## config.mk

```make
export PLATFORM = sky130hd
export DESIGN_NAME = seven_seg_scan_ctrl
export DESIGN_NICKNAME = d
export VERILOG_FILES = /design/src/rtl/seven_seg_scan_ctrl_pkg.sv /design/src/rtl/seven_seg_hex_dec.sv /design/src/rtl/seven_seg_scan_ctrl.sv
export SDC_FILE = /design/constraint.sdc
export NUM_CORES = 1
export LEC_CHECK = 0
export CAP_MARGIN = 20
export CORE_ASPECT_RATIO = 1.2
export CORE_UTILIZATION = 30
export CTS_CLUSTER_DIAMETER = 100
export DETAILED_ROUTE_END_ITERATION = 8
export PLACE_DENSITY = 0.52
export RECOVER_POWER = 25
export SYNTH_ARGS = -nofsm -noshare
export SYNTH_HDL_FRONTEND = slang
export SYNTH_SLANG_ARGS = --single-unit
export TNS_END_PERCENT = 1
```

## constraint.sdc

```tcl
create_clock -name clk -period 2.15 [get_ports clk]
set_input_delay 0.5375 -clock clk [delete_from_list [all_inputs] [get_ports clk]]
set_output_delay 0.5375 -clock clk [all_outputs]
set_load 0.05 [all_outputs]
```

## src/rtl/seven_seg_scan_ctrl_pkg.sv

```systemverilog
// Shared definitions for the 7-segment scan controller: defaults, blank pattern, state encoding.
package seven_seg_scan_ctrl_pkg;

  localparam int DEF_NUM_DIGITS  = 4;
  localparam int DEF_REFRESH_DIV = 50000;
  localparam int DEF_BLANK_CYC   = 16;

  localparam logic [7:0] SEG_BLANK = 8'hFF;

  typedef enum logic {
    SHOW = 1'b0,
    GAP  = 1'b1
  } scan_state_t;

  function automatic int max_int(input int a, input int b);
    return (a > b) ? a : b;
  endfunction

endpackage

```

## src/rtl/seven_seg_hex_dec.sv

```systemverilog
// One-digit hex to active-low segment decoder, {a,b,c,d,e,f,g,dp}; dp bit is always off (1).
module seven_seg_hex_dec (
  input  logic [3:0] nibble,
  output logic [7:0] pattern
);

  always_comb begin
    pattern = 8'hFF;
    case (nibble)
      4'h0: pattern = 8'h03;
      4'h1: pattern = 8'h9F;
      4'h2: pattern = 8'h25;
      4'h3: pattern = 8'h0D;
      4'h4: pattern = 8'h99;
      4'h5: pattern = 8'h49;
      4'h6: pattern = 8'h41;
      4'h7: pattern = 8'h1F;
      4'h8: pattern = 8'h01;
      4'h9: pattern = 8'h09;
      4'hA: pattern = 8'h11;
      4'hB: pattern = 8'hC1;
      4'hC: pattern = 8'h63;
      4'hD: pattern = 8'h85;
      4'hE: pattern = 8'h61;
      4'hF: pattern = 8'h71;
      default: pattern = 8'hFF;
    endcase
  end

endmodule

```

## src/rtl/seven_seg_scan_ctrl.sv

```systemverilog
// Time-multiplexed common-anode display scanner: SHOW/GAP FSM, tear-free shadow loading,
// leading-zero suppression and registered anode/segment outputs.
module seven_seg_scan_ctrl
  import seven_seg_scan_ctrl_pkg::*;
#(
  parameter int NUM_DIGITS  = DEF_NUM_DIGITS,
  parameter int REFRESH_DIV = DEF_REFRESH_DIV,
  parameter int BLANK_CYC   = DEF_BLANK_CYC
) (
  input  logic                    clk,
  input  logic                    rst_n,
  input  logic                    en,
  input  logic                    load,
  input  logic [4*NUM_DIGITS-1:0] val_in,
  input  logic [NUM_DIGITS-1:0]   dp_in,
  input  logic                    lz_sup,
  output logic [7:0]              seg,
  output logic [NUM_DIGITS-1:0]   an,
  output logic                    frame_tick,
  output logic                    scan_state
);

  localparam int CW = $clog2(max_int(REFRESH_DIV, BLANK_CYC) + 1);
  localparam int IW = $clog2(NUM_DIGITS);
  localparam logic [CW-1:0] SHOW_LAST = CW'(REFRESH_DIV - 1);
  localparam logic [CW-1:0] GAP_LAST  = CW'(BLANK_CYC - 1);
  localparam logic [IW-1:0] LAST_IDX  = IW'(NUM_DIGITS - 1);

  scan_state_t             state;
  logic [CW-1:0]           cnt;
  logic [IW-1:0]           digit_idx;
  logic [4*NUM_DIGITS-1:0] shadow_val;
  logic [NUM_DIGITS-1:0]   shadow_dp;
  logic [4*NUM_DIGITS-1:0] active_val;
  logic [NUM_DIGITS-1:0]   active_dp;
  logic                    pending;

  logic [3:0]            nibble;
  logic [7:0]            pattern;
  logic                  dp_cur;
  logic                  lead_zero;
  logic                  zero_run;
  logic [NUM_DIGITS-1:0] an_lit;
  logic                  suppress;
  logic                  wrap;
  logic [IW-1:0]         next_idx;

  seven_seg_hex_dec u_dec (
    .nibble  (nibble),
    .pattern (pattern)
  );

  // Walk from the top digit down so zero_run means "this digit and all above it are zero".
  always_comb begin
    nibble    = 4'h0;
    dp_cur    = 1'b0;
    lead_zero = 1'b0;
    an_lit    = '1;
    zero_run  = 1'b1;
    for (int k = NUM_DIGITS - 1; k >= 0; k--) begin
      zero_run = zero_run & (active_val[4*k +: 4] == 4'h0);
      if (digit_idx == IW'(k)) begin
        nibble    = active_val[4*k +: 4];
        dp_cur    = active_dp[k];
        lead_zero = zero_run;
        an_lit[k] = 1'b0;
      end
    end
  end

  assign suppress   = lz_sup && lead_zero && (digit_idx != '0);
  assign wrap       = en && (state == GAP) && (cnt == GAP_LAST) && (digit_idx == LAST_IDX);
  assign next_idx   = (digit_idx == LAST_IDX) ? '0 : digit_idx + 1'b1;
  assign scan_state = state;

  // load is a single-cycle strobe with no back-pressure: it always lands in shadow, and the
  // displayed copy only moves on a frame wrap, so a frame is never drawn from two values.
  always_ff @(posedge clk or negedge rst_n) begin
    if (!rst_n) begin
      state      <= GAP;
      cnt        <= '0;
      digit_idx  <= '0;
      shadow_val <= '0;
      shadow_dp  <= '0;
      active_val <= '0;
      active_dp  <= '0;
      pending    <= 1'b0;
      frame_tick <= 1'b0;
      an         <= '1;
      seg        <= SEG_BLANK;
    end else begin
      if (load) begin
        shadow_val <= val_in;
        shadow_dp  <= dp_in;
      end

      if (wrap && pending) begin
        active_val <= shadow_val;
        active_dp  <= shadow_dp;
      end

      if (load) begin
        pending <= 1'b1;
      end else if (wrap) begin
        pending <= 1'b0;
      end

      frame_tick <= wrap;

      if (en) begin
        case (state)
          SHOW: begin
            if (cnt == SHOW_LAST) begin
              state <= GAP;
              cnt   <= '0;
            end else begin
              cnt <= cnt + 1'b1;
            end
          end
          GAP: begin
            if (cnt == GAP_LAST) begin
              state     <= SHOW;
              cnt       <= '0;
              digit_idx <= next_idx;
            end else begin
              cnt <= cnt + 1'b1;
            end
          end
        endcase
      end

      // A suppressed digit with its dp set still lights its anode to show the dp alone.
      if (!en || (state == GAP) || (suppress && !dp_cur)) begin
        an  <= '1;
        seg <= SEG_BLANK;
      end else if (suppress) begin
        an  <= an_lit;
        seg <= {SEG_BLANK[7:1], 1'b0};
      end else begin
        an  <= an_lit;
        seg <= {pattern[7:1], pattern[0] & ~dp_cur};
      end
    end
  end

endmodule

```

---- After elaboration in Yosys (flattened, before gate mapping) ----
Memory sizes are Yosys's and may differ from the RTL's.
Cells that the tools add are included.
W data, S select, Z words.
cells by class
  add/subtract/negate cells ............... 2
  bitwise operators ....................... 6
  muxes and demuxes ....................... 28
  reductions and logical operators ........ 19
  equality and inequality tests ........... 5
operators with widths
  cell                     number
  $mux W16                 2
  $pmux W16 S2             1
  $mux W4                  5
  $add A16 B1 Y16 const B  1
  $eq A16 B16 Y1 const B   1
  $eq A16 B4 Y1 const B    1
  $logic_not A4 Y1         4
  $mux W1                  16
  $mux W8                  2
  $logic_and A1 B1 Y1      7
  $eq A2 B2 Y1 const B     2
  $reduce_bool A2 Y1       2
  $and A1 B1 Y1            3
  $reduce_and A3 Y1        1
  $add A2 B1 Y2 const B    1
  $eq A2 B1 Y1 const B     1
  $logic_not A1 Y1         2
  $logic_not A2 Y1         1
  $logic_or A1 B1 Y1       2
  $mux W2                  1
  $not A1 Y1               2
  $pmux W1 S2              1
  $and A1 B1 Y1 const A    1
storage, ports and cells
  register bits after elaboration ......... 73
  input port bits ......................... 25
  memories kept ........................... 1
  word-level logic and storage cells ...... 72
  ROM bits ................................ 112
memories
  memory           depth  width  rd ports  clocked after Yosys merged registers in  wr ports  line                    text
  (no name shown)  16     7      1         0                                        0         seven_seg_hex_dec.sv:9  case (nibble)

---- Longest topological paths before layout ----
Gate-level depths: netlist of run 1.
  word-level depth ........................ 10
  gate-level depth with buffers ........... 11

---- Cells and area by module ----
Synthesis of run 1 repeated with hierarchy kept, for this count alone.
unflattened totals
  cell total of the unflattened synthesis .. 295
  area, all modules ....................... 3487.1 um^2
by module, submodules not included
  module               area an instance (um^2)  cells an instance  times used
  seven_seg_scan_ctrl  3206.8                   260                1
  seven_seg_hex_dec    280.3                    35                 1

---- Least setup slack after synthesis of run 1 ----
Ideal clock, no wire load.
  path kind ............................... reg-to-reg
  start ................................... reg digit_idx[0]
  end ..................................... reg seg[6]
  buffers on the path ..................... 1
  stages on the path, launching flop included .. 12
  arrival time ............................ 2.170 ns
  path slack .............................. -0.118 ns
  setup time .............................. 0.098 ns
  data required time ...................... 2.052 ns
  path through ............................ dfrtp_1 -> inv_1 -> ha_1 -> buf_2 -> and3b_1 -> a21oi_1 -> a221oi_2 -> inv_1 -> ha_1 -> nor2_1 -> a211o_1 -> o311ai_1
between the ends
  word-level cells in the longest chain between the ends .. 10
RTL lines
  item                                                    line                        text
  from (decl)                                             seven_seg_scan_ctrl.sv:31   logic [IW-1:0] digit_idx;
  from (signal assigned)                                  seven_seg_scan_ctrl.sv:124  digit_idx <= next_idx;
  branches (longest 9 deep; another with $mem_v2 Z16 W7)  n/a
  $mux W8 (*)                                             seven_seg_scan_ctrl.sv:133  if (!en || (state == GAP) || (suppress && !dp_cur)) begin
  to (signal assigned)                                    seven_seg_scan_ctrl.sv:138  seg <= {SEG_BLANK[7:1], 1'b0};
  to (signal assigned)                                    seven_seg_scan_ctrl.sv:141  seg <= {pattern[7:1], pattern[0] & ~dp_cur};
  to (decl)                                               seven_seg_scan_ctrl.sv:17   output logic [7:0] seg,
Every way passes the cells marked *.
A chain may end at the register's enable or synchronous reset.

---- Worst setup path after layout of run 1 ----
  start ................................... reg digit_idx[1]
  end ..................................... reg seg[6]
Same word-level chain as after synthesis.

==> results of run 1 <==
cell usage after synthesis (2+ instances only):
master	instances	area, µm²
clkbuf_1	2	7.51
a211o_1	2	17.5
nand3b_1	4	30.0
dfstp_2	13	342
nand4_1	6	37.5
nor2_1	17	63.8
nand2b_1	3	18.8
xnor2_1	7	61.3
mux2i_1	4	40.0
a22o_1	2	17.5
inv_2	4	15.0
or2_2	2	12.5
xor2_1	6	52.6
mux2_2	20	225
o221ai_1	4	35.0
a31oi_1	3	18.8
nor3_1	2	10.0
a21oi_1	10	50.1
nor2b_1	5	31.3
o21ai_0	3	15.0
nor3b_1	3	22.5
nand2_1	22	82.6
dfrtp_1	60	1500
buf_2	4	20.0
nor4_1	3	18.8
o21ai_1	2	10.0
buf_4	3	22.5
nand3_1	6	30.0
inv_1	9	33.8
mux2_4	20	300
ha_1	11	138
registers in the layout, indices dropped and copies added (netlist names):
signal,cells
an,4
shadow_val,16
frame_tick,1
shadow_dp,4
active_dp,4
digit_idx,2
active_val,16
pending,1
cnt,16
seg,8
scan_state,1
logic make-up (layout without fill, tap and decap cells):
kind of cell / Yosys count / count (layout) / share of synthesized area [%]
XOR/XNOR: 13 / 13 / 3.25
flip-flops: 73 / 73 / 52.7
multiplexers: 44 / 44 / 16.2
AO/OA/AOI/OAI: 36 / 36 / 8.08
adder cells (fa/ha/maj): 11 / 11 / 3.93
buffers and inverters: 23 / 98 / 3.15
AND/OR/NAND/NOR: 83 / 83 / 12.7
worst max-delay path, delay by kind of cell, from the launching register on:
family,cells,cell delay [ns]
AO/OA/AOI/OAI,4,0.66
adder cells (fa/ha/maj),2,0.44
buffers and inverters,2,0.26
flip-flops,1,0.38
AND/OR/NAND/NOR,2,0.23
routing by layer:
layer	vias up	share of wire (%)	global-route usage, %
li1	1140	-	-
met1	1157	43	14.5
met2	41	51	22.5
met3	14	3.7	3.70
met4	0	2.0	6.61
met5	-	0	0
where the power goes:
part           internal (mW)  switching, mW  total, mW
combinational          0.156          0.148      0.305
clock                   1.05          0.532       1.58
sequential              1.47         0.0792       1.55
total                   2.67          0.760       3.43
final cells by class:
type / count / share of cell area (%)
Clock inverter: 3 / 1.40
Tap cell: 154 / 4.14
Timing Repair Buffer: 69 / 13.2
Multi-Input combinational cell: 187 / 35.2
Inverter: 13 / 1.05
Clock buffer: 13 / 5.38
Sequential cell: 73 / 39.6
worst min path at each step:
stage	from	endpoint	slack, ns	cells past startpoint
after detailed placement	pending	pending	0.47	1
final	pending	pending	0.48	1
after global placement	pending	pending	0.47	1
after CTS	rst_n	active_val[3]	0.24	2
after global routing	pending	pending	0.52	1
after floorplan	rst_n	active_dp[0]	0.24	0
repair_timing:
| action | CTS | global route |
|---|---|---|
| setup endpoints to repair | 4 | 7 |
| buffers inserted | 0 | 3 |
| gates resized for setup | 1 | 16 |
| pin swaps | 0 | 5 |
==> qor.yml, run 1 <==
status: "finished with violations"
violations: "max-capacitance violations, max-slew violations"
num_antenna_cells: 0
fp.dieW_um: 101
io_pins: 39
clk_path_buf_depth: 2
fp.coreArea_um2: 11200
total_power_mw: 3.43
drv_slew: 74
rsz0062_at_grt: "true"
netlist_area_um2: 3500
cts_tree: "done"
die_area_um2: 12100
syn_avg_cell_area_um2: 12.4
required_ns: 2.39
via_per_inst: 4.59
synth_cell_type_count: 52
cp_slowest_cell: "dfrtp_1"
area_delta_synth_final_pct: 33.0
cp-start-kind: "flip-flop"
utilization_pct: 41.6
startpoint: "digit_idx[1]"
final_cell_mix: "60 x dfrtp_1, 39 x buf_4, 24 x clkdlybuf4s50_1"
finalCritPeriodShare_pct: 97.1
drive_above_1_share_pct: 39.4
reg2regPathDepth: 10
synth-main-ff-cell: "dfrtp_1"
fillers: 1063
dpl.hpwl_mm: 5.04
gp_congestion: 0.778
finalSetupViolCount: 0
layoutNonFillerInstCount: 512
path_cells: "buf_6, ha_4, and3b_1, a21oi_1, a221oi_2, inv_2, ha_4, nor2_1, a211o_1, o311ai_2"
cpPeakStageDelay_ns: 0.38
dr.pass1.iters: 4
worstPathMaxFanout: 5
fin_ws_ns: 0.0615
worst_hold_slack_ns: 0.477
grt_pass1_vias: 2552
design_area_um2: 4650
endpoint: "seg[6]"
grt_pass1_wl_mm: 11.9
postCtsHoldBufs: 0
r2r_setup_slack_ns: 0.06
ant_nets: 0
layout.cells.most_common: "dfrtp_1"
rows: 42
seq_area_frac_synth_pct: 52.7
synthCells: 283
p_per_area_nw_per_um2: 737
grt_usage_pct: 13.0
clkLatencyLatePin_ns: 0.33
critPathKind: "flip-flop to flip-flop"
placed_cell_area_um2: 4230
io_buffers: 38
synth_nets: 319
initial_core_util_pct: 31.3
wl_per_cell_um: 13.8
clk_pin_slew_ns: 0.06
skew_ns: 0.00716
seq_area_um2: 1840
dpl.cell_count: 493
die_h_um: 120
synth_seq_cells: 73
overflow: 0
fin_crit_ns: 2.09
synth_warnings: 0
fin_nets: 389
root_buffer: "clkbuf_16"
async_flop_share_pct: 100
endpoint_kind: "flip-flop"
p_leak_nw: 2.04
crit_arrival_ns: 2.33
hp-class: "flip-flop to flip-flop"
relSlewSlack_pct: -5.60
grt_max_degree: 74
drc: 0
hold_viol_final: 0
r2r-end: "seg[6]"
drt_iter0_drc: 37
max_clock_freq_ghz: 0.479
clock-sinks: 73
tightest_slew_ns: 1.58
reg2reg_from: "digit_idx[1]"
fin_setup_tns_ns: 0
vdd_ir_drop_max_mv: 0.534
drv_cap: 1
multiInputGateArea_um2: 1640
h-tree-depth: 3
dp_slack_ns: -0.0218
crit_top_cell: "ha_4"
cts_buffers: 9
synth_edf_count: 0
routed_wl_mm: 7.06
vias: 2352
antenna_found_initial: 0
(Power assumes the default switching activity.)
==> inputs of run 2 (changes only) <==
--- a/config.mk
+++ b/config.mk
@@ -8,7 +8,6 @@
 export CAP_MARGIN = 20
 export CORE_ASPECT_RATIO = 1.2
 export CORE_UTILIZATION = 30
-export CTS_CLUSTER_DIAMETER = 100
 export DETAILED_ROUTE_END_ITERATION = 8
 export PLACE_DENSITY = 0.52
 export RECOVER_POWER = 25
==> constraint.sdc (replaced) <==
create_clock -name clk -period 2.15 [get_ports clk]
set_input_delay 0.5375 -clock clk [delete_from_list [all_inputs] [get_ports clk]]
set_output_delay 0.5375 -clock clk [all_outputs]
set_load 0.005 [all_outputs]
==> run 2 against run 1 <==
Effect of this change: the run still ends with max-capacitance violations, max-slew violations left; largest power group unchanged; die area stayed put; power hardly changed; critical path depth stayed put; register-to-register slack worse by 0.04 ns.
==> qor.yml, run 2 (same netlist as run 1, synthesis figures left out) <==
status: "finished with violations"
violations: "max-capacitance violations, max-slew violations"
cts_buffers: 9  # unchanged
cts_tree: "done"
io_pins: 39  # unchanged
drive_above_1_share_pct: 35.5  # -3.9 points
finalSetupViolCount: 0  # unchanged
h-tree-depth: 3  # unchanged
reg2regPathDepth: 10  # unchanged
tightest_slew_ns: 1.60  # +0.0156 ns
vdd_ir_drop_max_mv: 0.442  # -17%
fin_setup_tns_ns: 0  # unchanged
final_cell_mix: "60 x dfrtp_1, 37 x clkdlybuf4s50_1, 24 x buf_4"
r2r-end: "seg[6]"
r2r_setup_slack_ns: 0.02  # -0.04 ns
required_ns: 2.39  # about the same
pwr-share-comb_pct: 8.3  # -0.6 points
min_to: "pending"
die_h_um: 120  # unchanged
skew_ns: 0.00518  # -0.00198 ns
p_leak_nw: 2.02  # -0.84%
power.internal_mw: 2.67  # about the same
max_clock_freq_ghz: 0.469  # -2.0%
hold_viol_final: 0  # unchanged
num_antenna_cells: 0  # unchanged
fp.dieW_um: 101  # unchanged
overflow: 0  # unchanged
utilization_pct: 41.6  # unchanged
placed_cell_area_um2: 4260  # +0.59%
grt_pass1_vias: 2509  # -1.7%
p_switching_mw: 0.758  # -0.24%
critPathKind: "flip-flop to flip-flop"
layout.cells.most_common: "dfrtp_1"
antenna_found_initial: 0  # unchanged
hold_path_depth: 1  # unchanged
clkLatencyLatePin_ns: 0.34  # about the same
clock-sinks: 73  # unchanged
hp-class: "flip-flop to flip-flop"
grt_max_degree: 74  # unchanged
dpl.hpwl_mm: 5.04  # about the same
finalCritPeriodShare_pct: 99.1  # +1.9 points
root_buffer: "clkbuf_16"
drc: 0  # unchanged
grt_pass1_wl_mm: 12.0  # +0.93%
ant_nets: 0  # unchanged
dr.pass1.iters: 4  # unchanged
cp-start-kind: "flip-flop"
clk_pin_slew_ns: 0.06  # about the same
startpoint: "digit_idx[1]"
wl_per_cell_um: 14.1  # +2.1%
dpl.cell_count: 492  # -0.20%
io_buffers: 38  # unchanged
vias: 2325  # -1.1%
drv_cap: 1  # unchanged
layoutNonFillerInstCount: 509  # -0.59%
fin_crit_ns: 2.13  # +0.0416 ns
postCtsHoldBufs: 0  # unchanged
relSlewSlack_pct: -6.64  # -1.0 points
endpoint_kind: "flip-flop"
via_per_inst: 4.57  # -0.57%
routed_wl_mm: 7.17  # +1.5%
crit_arrival_ns: 2.37  # +0.04 ns
rows: 42  # unchanged
fin_ws_ns: 0.0199  # -0.0416 ns
dp_slack_ns: 0.00135  # +0.0231 ns
p_sw_share_pct: 22.1  # -0.048 points
gp_congestion: 0.766  # -1.5%
design_area_um2: 4650  # unchanged
reg2reg_from: "digit_idx[1]"
worstPathMaxFanout: 7  # +2
drv_slew: 74  # unchanged
fp.coreArea_um2: 11200  # unchanged
fillers: 1059  # -0.38%
power.share.clock_pct: 46.6  # +0.6 points
fin_nets: 386  # -0.77%
initial_core_util_pct: 31.3  # unchanged
area_delta_synth_final_pct: 33.0  # unchanged
hold_start: "pending"
grt_usage_pct: 13.2  # +0.21 points
seq_power_share_pct: 45.1  # about the same
clk_path_buf_depth: 2  # unchanged
p_per_area_nw_per_um2: 737  # about the same
drt_iter0_drc: 74  # +100%
die_area_um2: 12100  # unchanged
rsz0062_at_grt: "true"
top_regs: "active_val (16), cnt (16), shadow_val (16)"
-- run 2: worst max-delay path by stage --
stage / slack [ns] / cells past startpoint / to
2_1_floorplan: -0.02 / 11 / seg[6]
3_3_place_gp: 0.02 / 7 / cnt[14]
3_5_place_dp: 0.001 / 9 / seg[2]
4_1_cts: 0.004 / 10 / seg[2]
5_1_grt: -0.08 / 10 / seg[6]
6_report: 0.02 / 10 / seg[6]
-- run 2: routing by layer --
layer / GRT usage [%] / vias up / part of all wire [%]
li1: - / 1127 / -
met2: 22.6 / 38 / 53
met1: 14.8 / 1146 / 42
met3: 4.80 / 14 / 3.8
met5: 0 / - / 0
met4: 5.53 / 0 / 1.9
-- run 2: power by group through the flow --
stage | sequential [mW] | combinational, mW | clock [mW]
detailed placement | 1.57 | 0.293 | 0
floorplan | 1.55 | 0.147 | 0
global placement | 1.57 | 0.287 | 0
CTS | 1.55 | 0.294 | 1.66
finish | 1.55 | 0.284 | 1.60
global route | 1.56 | 0.319 | 1.70
-- run 2: cell type report --
cell class / instances / area, µm² / share of cell area, %
inverters: 13 / 48.8 / 1.05
clock inverters: 5 / 78.8 / 1.69
clock buffers: 11 / 243 / 5.22
flip-flops and latches: 73 / 1840 / 39.6
repair buffers: 66 / 612 / 13.1
multi-input cells: 187 / 1640 / 35.2
well taps: 154 / 193 / 4.14
-- run 2: repair_timing --
action | CTS | global route
buffers inserted | 0 | 1
resized for setup | 1 | 15
endpoints found under the setup margin | 4 | 7
pin swaps | 0 | 5
-- run 2: critical path, cell delays in order, from the launching register on --
cell	delay, ns
dfrtp_1	0.38
buf_6	0.12
ha_4	0.17
and3b_1	0.20
a21oi_1	0.06
a221oi_2	0.31
inv_2	0.14
ha_4	0.28
nor2_1	0.04
a211o_1	0.24
o311ai_2	0.08
-- run 2: through the flow --
| stage | total power [mW] | hold WS [ns] |
|---|---|---|
| 2_1_floorplan | 1.70 | 0.242 |
| 3_3_place_gp | 1.86 | 0.465 |
| 3_5_place_dp | 1.86 | 0.473 |
| 4_1_cts | 3.50 | 0.243 |
| 5_1_grt | 3.58 | 0.514 |
| 6_report | 3.43 | 0.483 |
==> inputs of run 3 (changes only) <==
--- a/config.mk
+++ b/config.mk
@@ -11,6 +11,7 @@
 export DETAILED_ROUTE_END_ITERATION = 8
 export PLACE_DENSITY = 0.52
 export RECOVER_POWER = 25
+export SETUP_SLACK_MARGIN = 0.4
 export SYNTH_ARGS = -nofsm -noshare
 export SYNTH_HDL_FRONTEND = slang
 export SYNTH_SLANG_ARGS = --single-unit
==> run 3 against run 2 <==
Effect of this change: the run now ends clean; setup slack better by 0.043 ns; wire length rose by 0.70%; combinational power grew 2%; cell area rose by 1.3%; maximum frequency is 2.1% higher.
==> qor.yml, run 3 (same netlist as run 1, synthesis figures left out) <==
status: "finished clean"
vias: 2339  # +0.60%
routed_wl_mm: 7.22  # +0.70%
rows: 42  # unchanged
worst_hold_slack_ns: 0.483  # +0.000114 ns
dpl.hpwl_mm: 5.04  # unchanged
placed_cell_area_um2: 4260  # unchanged
hp-class: "flip-flop to flip-flop"
grt_usage_pct: 13.4  # +0.14 points
reg2regPathDepth: 10  # unchanged
initial_core_util_pct: 31.3  # unchanged
relSlewSlack_pct: 34.0  # +41 points
vdd_ir_drop_max_mv: 0.443  # +0.26%
drv_slew: 0  # -100%
root_buffer: "clkbuf_16"
via_per_inst: 4.60  # +0.60%
cp-start-kind: "flip-flop"
gp_congestion: 0.766  # unchanged
min_to: "pending"
crit_arrival_ns: 2.33  # -0.04 ns
critPathKind: "flip-flop to flip-flop"
grt_max_degree: 74  # unchanged
clock-sinks: 73  # unchanged
drv_cap: 0  # -1
endpoint_kind: "flip-flop"
grt_pass1_vias: 2539  # +1.2%
clkLatencyLatePin_ns: 0.34  # about the same
area_delta_synth_final_pct: 34.8
finalCritPeriodShare_pct: 97.1  # -2.0 points
fp.dieW_um: 101  # unchanged
tightest_slew_ns: 0.990  # -0.609 ns
top_regs: "active_val (16), cnt (16), shadow_val (16)"
required_ns: 2.39  # about the same
postCtsHoldBufs: 0  # unchanged
rsz0062_at_grt: "true"
io_pins: 39  # unchanged
r2r-end: "seg[6]"
drive_above_1_share_pct: 36.6  # +1.1 points
clk_path_buf_depth: 2  # unchanged
ant_nets: 0  # unchanged
drt_iter0_drc: 72  # -2.7%
final_cell_mix: "58 x dfrtp_1, 23 x clkdlybuf4s50_1, 22 x nand2_1, 22 x buf_4"
design_area_um2: 4710  # +1.3%
hold_viol_final: 0  # unchanged
fp.coreArea_um2: 11200  # unchanged
io_buffers: 38  # unchanged
hold_path_depth: 1  # unchanged
cts_tree: "done"
max_clock_freq_ghz: 0.479  # +2.1%
die_area_um2: 12100  # unchanged
fin_crit_ns: 2.09  # -0.0428 ns
finalSetupViolCount: 0  # unchanged
dpl.cell_count: 492  # unchanged
layout.cells.most_common: "dfrtp_1"
die_h_um: 120  # unchanged
overflow: 0  # unchanged
r2r_setup_slack_ns: 0.06  # +0.04 ns
fillers: 1046  # -1.2%
p_per_area_nw_per_um2: 730  # -0.99%
fin_nets: 386  # unchanged
h-tree-depth: 3  # unchanged
p_leak_nw: 2.09  # +3.2%
layoutNonFillerInstCount: 509  # unchanged
skew_ns: 0.00526  # +0.0000753 ns
worstPathMaxFanout: 7  # unchanged
grt_pass1_wl_mm: 12.1  # +0.98%
hold_start: "pending"
fin_setup_tns_ns: 0  # unchanged
drc: 0  # unchanged
num_antenna_cells: 0  # unchanged
reg2reg_from: "digit_idx[1]"
dr.pass1.iters: 4  # unchanged
antenna_found_initial: 0  # unchanged
clk_pin_slew_ns: 0.06  # about the same
cts_buffers: 9  # unchanged
wl_per_cell_um: 14.2  # +0.70%
-- run 3: cell count changes in the layout (fill, tap and decap cells not counted), sizes merged --
cell           before  now
buf                29   28
clkbuf             11   12
clkdlybuf4s50      37   23
dlymetal6s2s        0   14
-- run 3: how the worst max path moves through the flow --
stage	start	endpoint	slack (ns)	cells past startpoint
finish	digit_idx[1]	seg[6]	0.06	10
detailed placement	digit_idx[0]	seg[2]	0.001	9
global placement	en	cnt[14]	0.02	7
global route	digit_idx[1]	seg[4]	-0.03	10
CTS	digit_idx[1]	seg[6]	0.04	10
floorplan	digit_idx[0]	seg[6]	-0.02	11
-- run 3: per-stage QoR --
step	setup slack, ns	total power [mW]	util, %
2_1_floorplan	-0.0168	1.70	-
3_3_place_gp	0.0242	1.86	38.0
3_5_place_dp	0.00135	1.86	38.0
4_1_cts	0.0364	3.50	41.4
5_1_grt	-0.0344	3.59	42.1
6_report	0.0627	3.44	42.1
-- run 3: timing repair --
action,4_1_cts,5_1_grt
resized for setup,10,28
setup buffers,1,0
pin swaps,2,9
setup endpoints to repair,44,56
-- run 3: cell type report --
| class | instances | area [µm²] | share of cell area, % |
|---|---|---|---|
| inverter | 13 | 48.8 | 1.04 |
| clock buffer | 11 | 243 | 5.15 |
| sequential | 73 | 1850 | 39.1 |
| tap | 154 | 193 | 4.09 |
| multi-input combinational | 187 | 1650 | 35.0 |
| timing repair buffer | 66 | 657 | 13.9 |
| clock inverter | 5 | 78.8 | 1.67 |
-- run 3: routing by layer --
metal	wire length (µm)	track usage [%]
met5	0	0
met4	138	5.80
met3	276	4.91
met2	3790	22.8
met1	3020	14.8
-- run 3: power by group --
group          switching, mW  total [mW]  internal (mW)
Clock                  0.557        1.60           1.04
Sequential            0.0808        1.55           1.47
Combinational          0.128       0.289          0.161
Total                  0.766        3.44           2.67
-- run 3: worst max-delay path: stages, from the launching register on --
cell      delay (ns)
dfrtp_1         0.38
buf_6           0.12
ha_4            0.17
and3b_1         0.20
a21oi_1         0.05
a221oi_2        0.30
inv_2           0.12
ha_4            0.28
nor2_1          0.04
a211o_1         0.24
o311ai_2        0.08
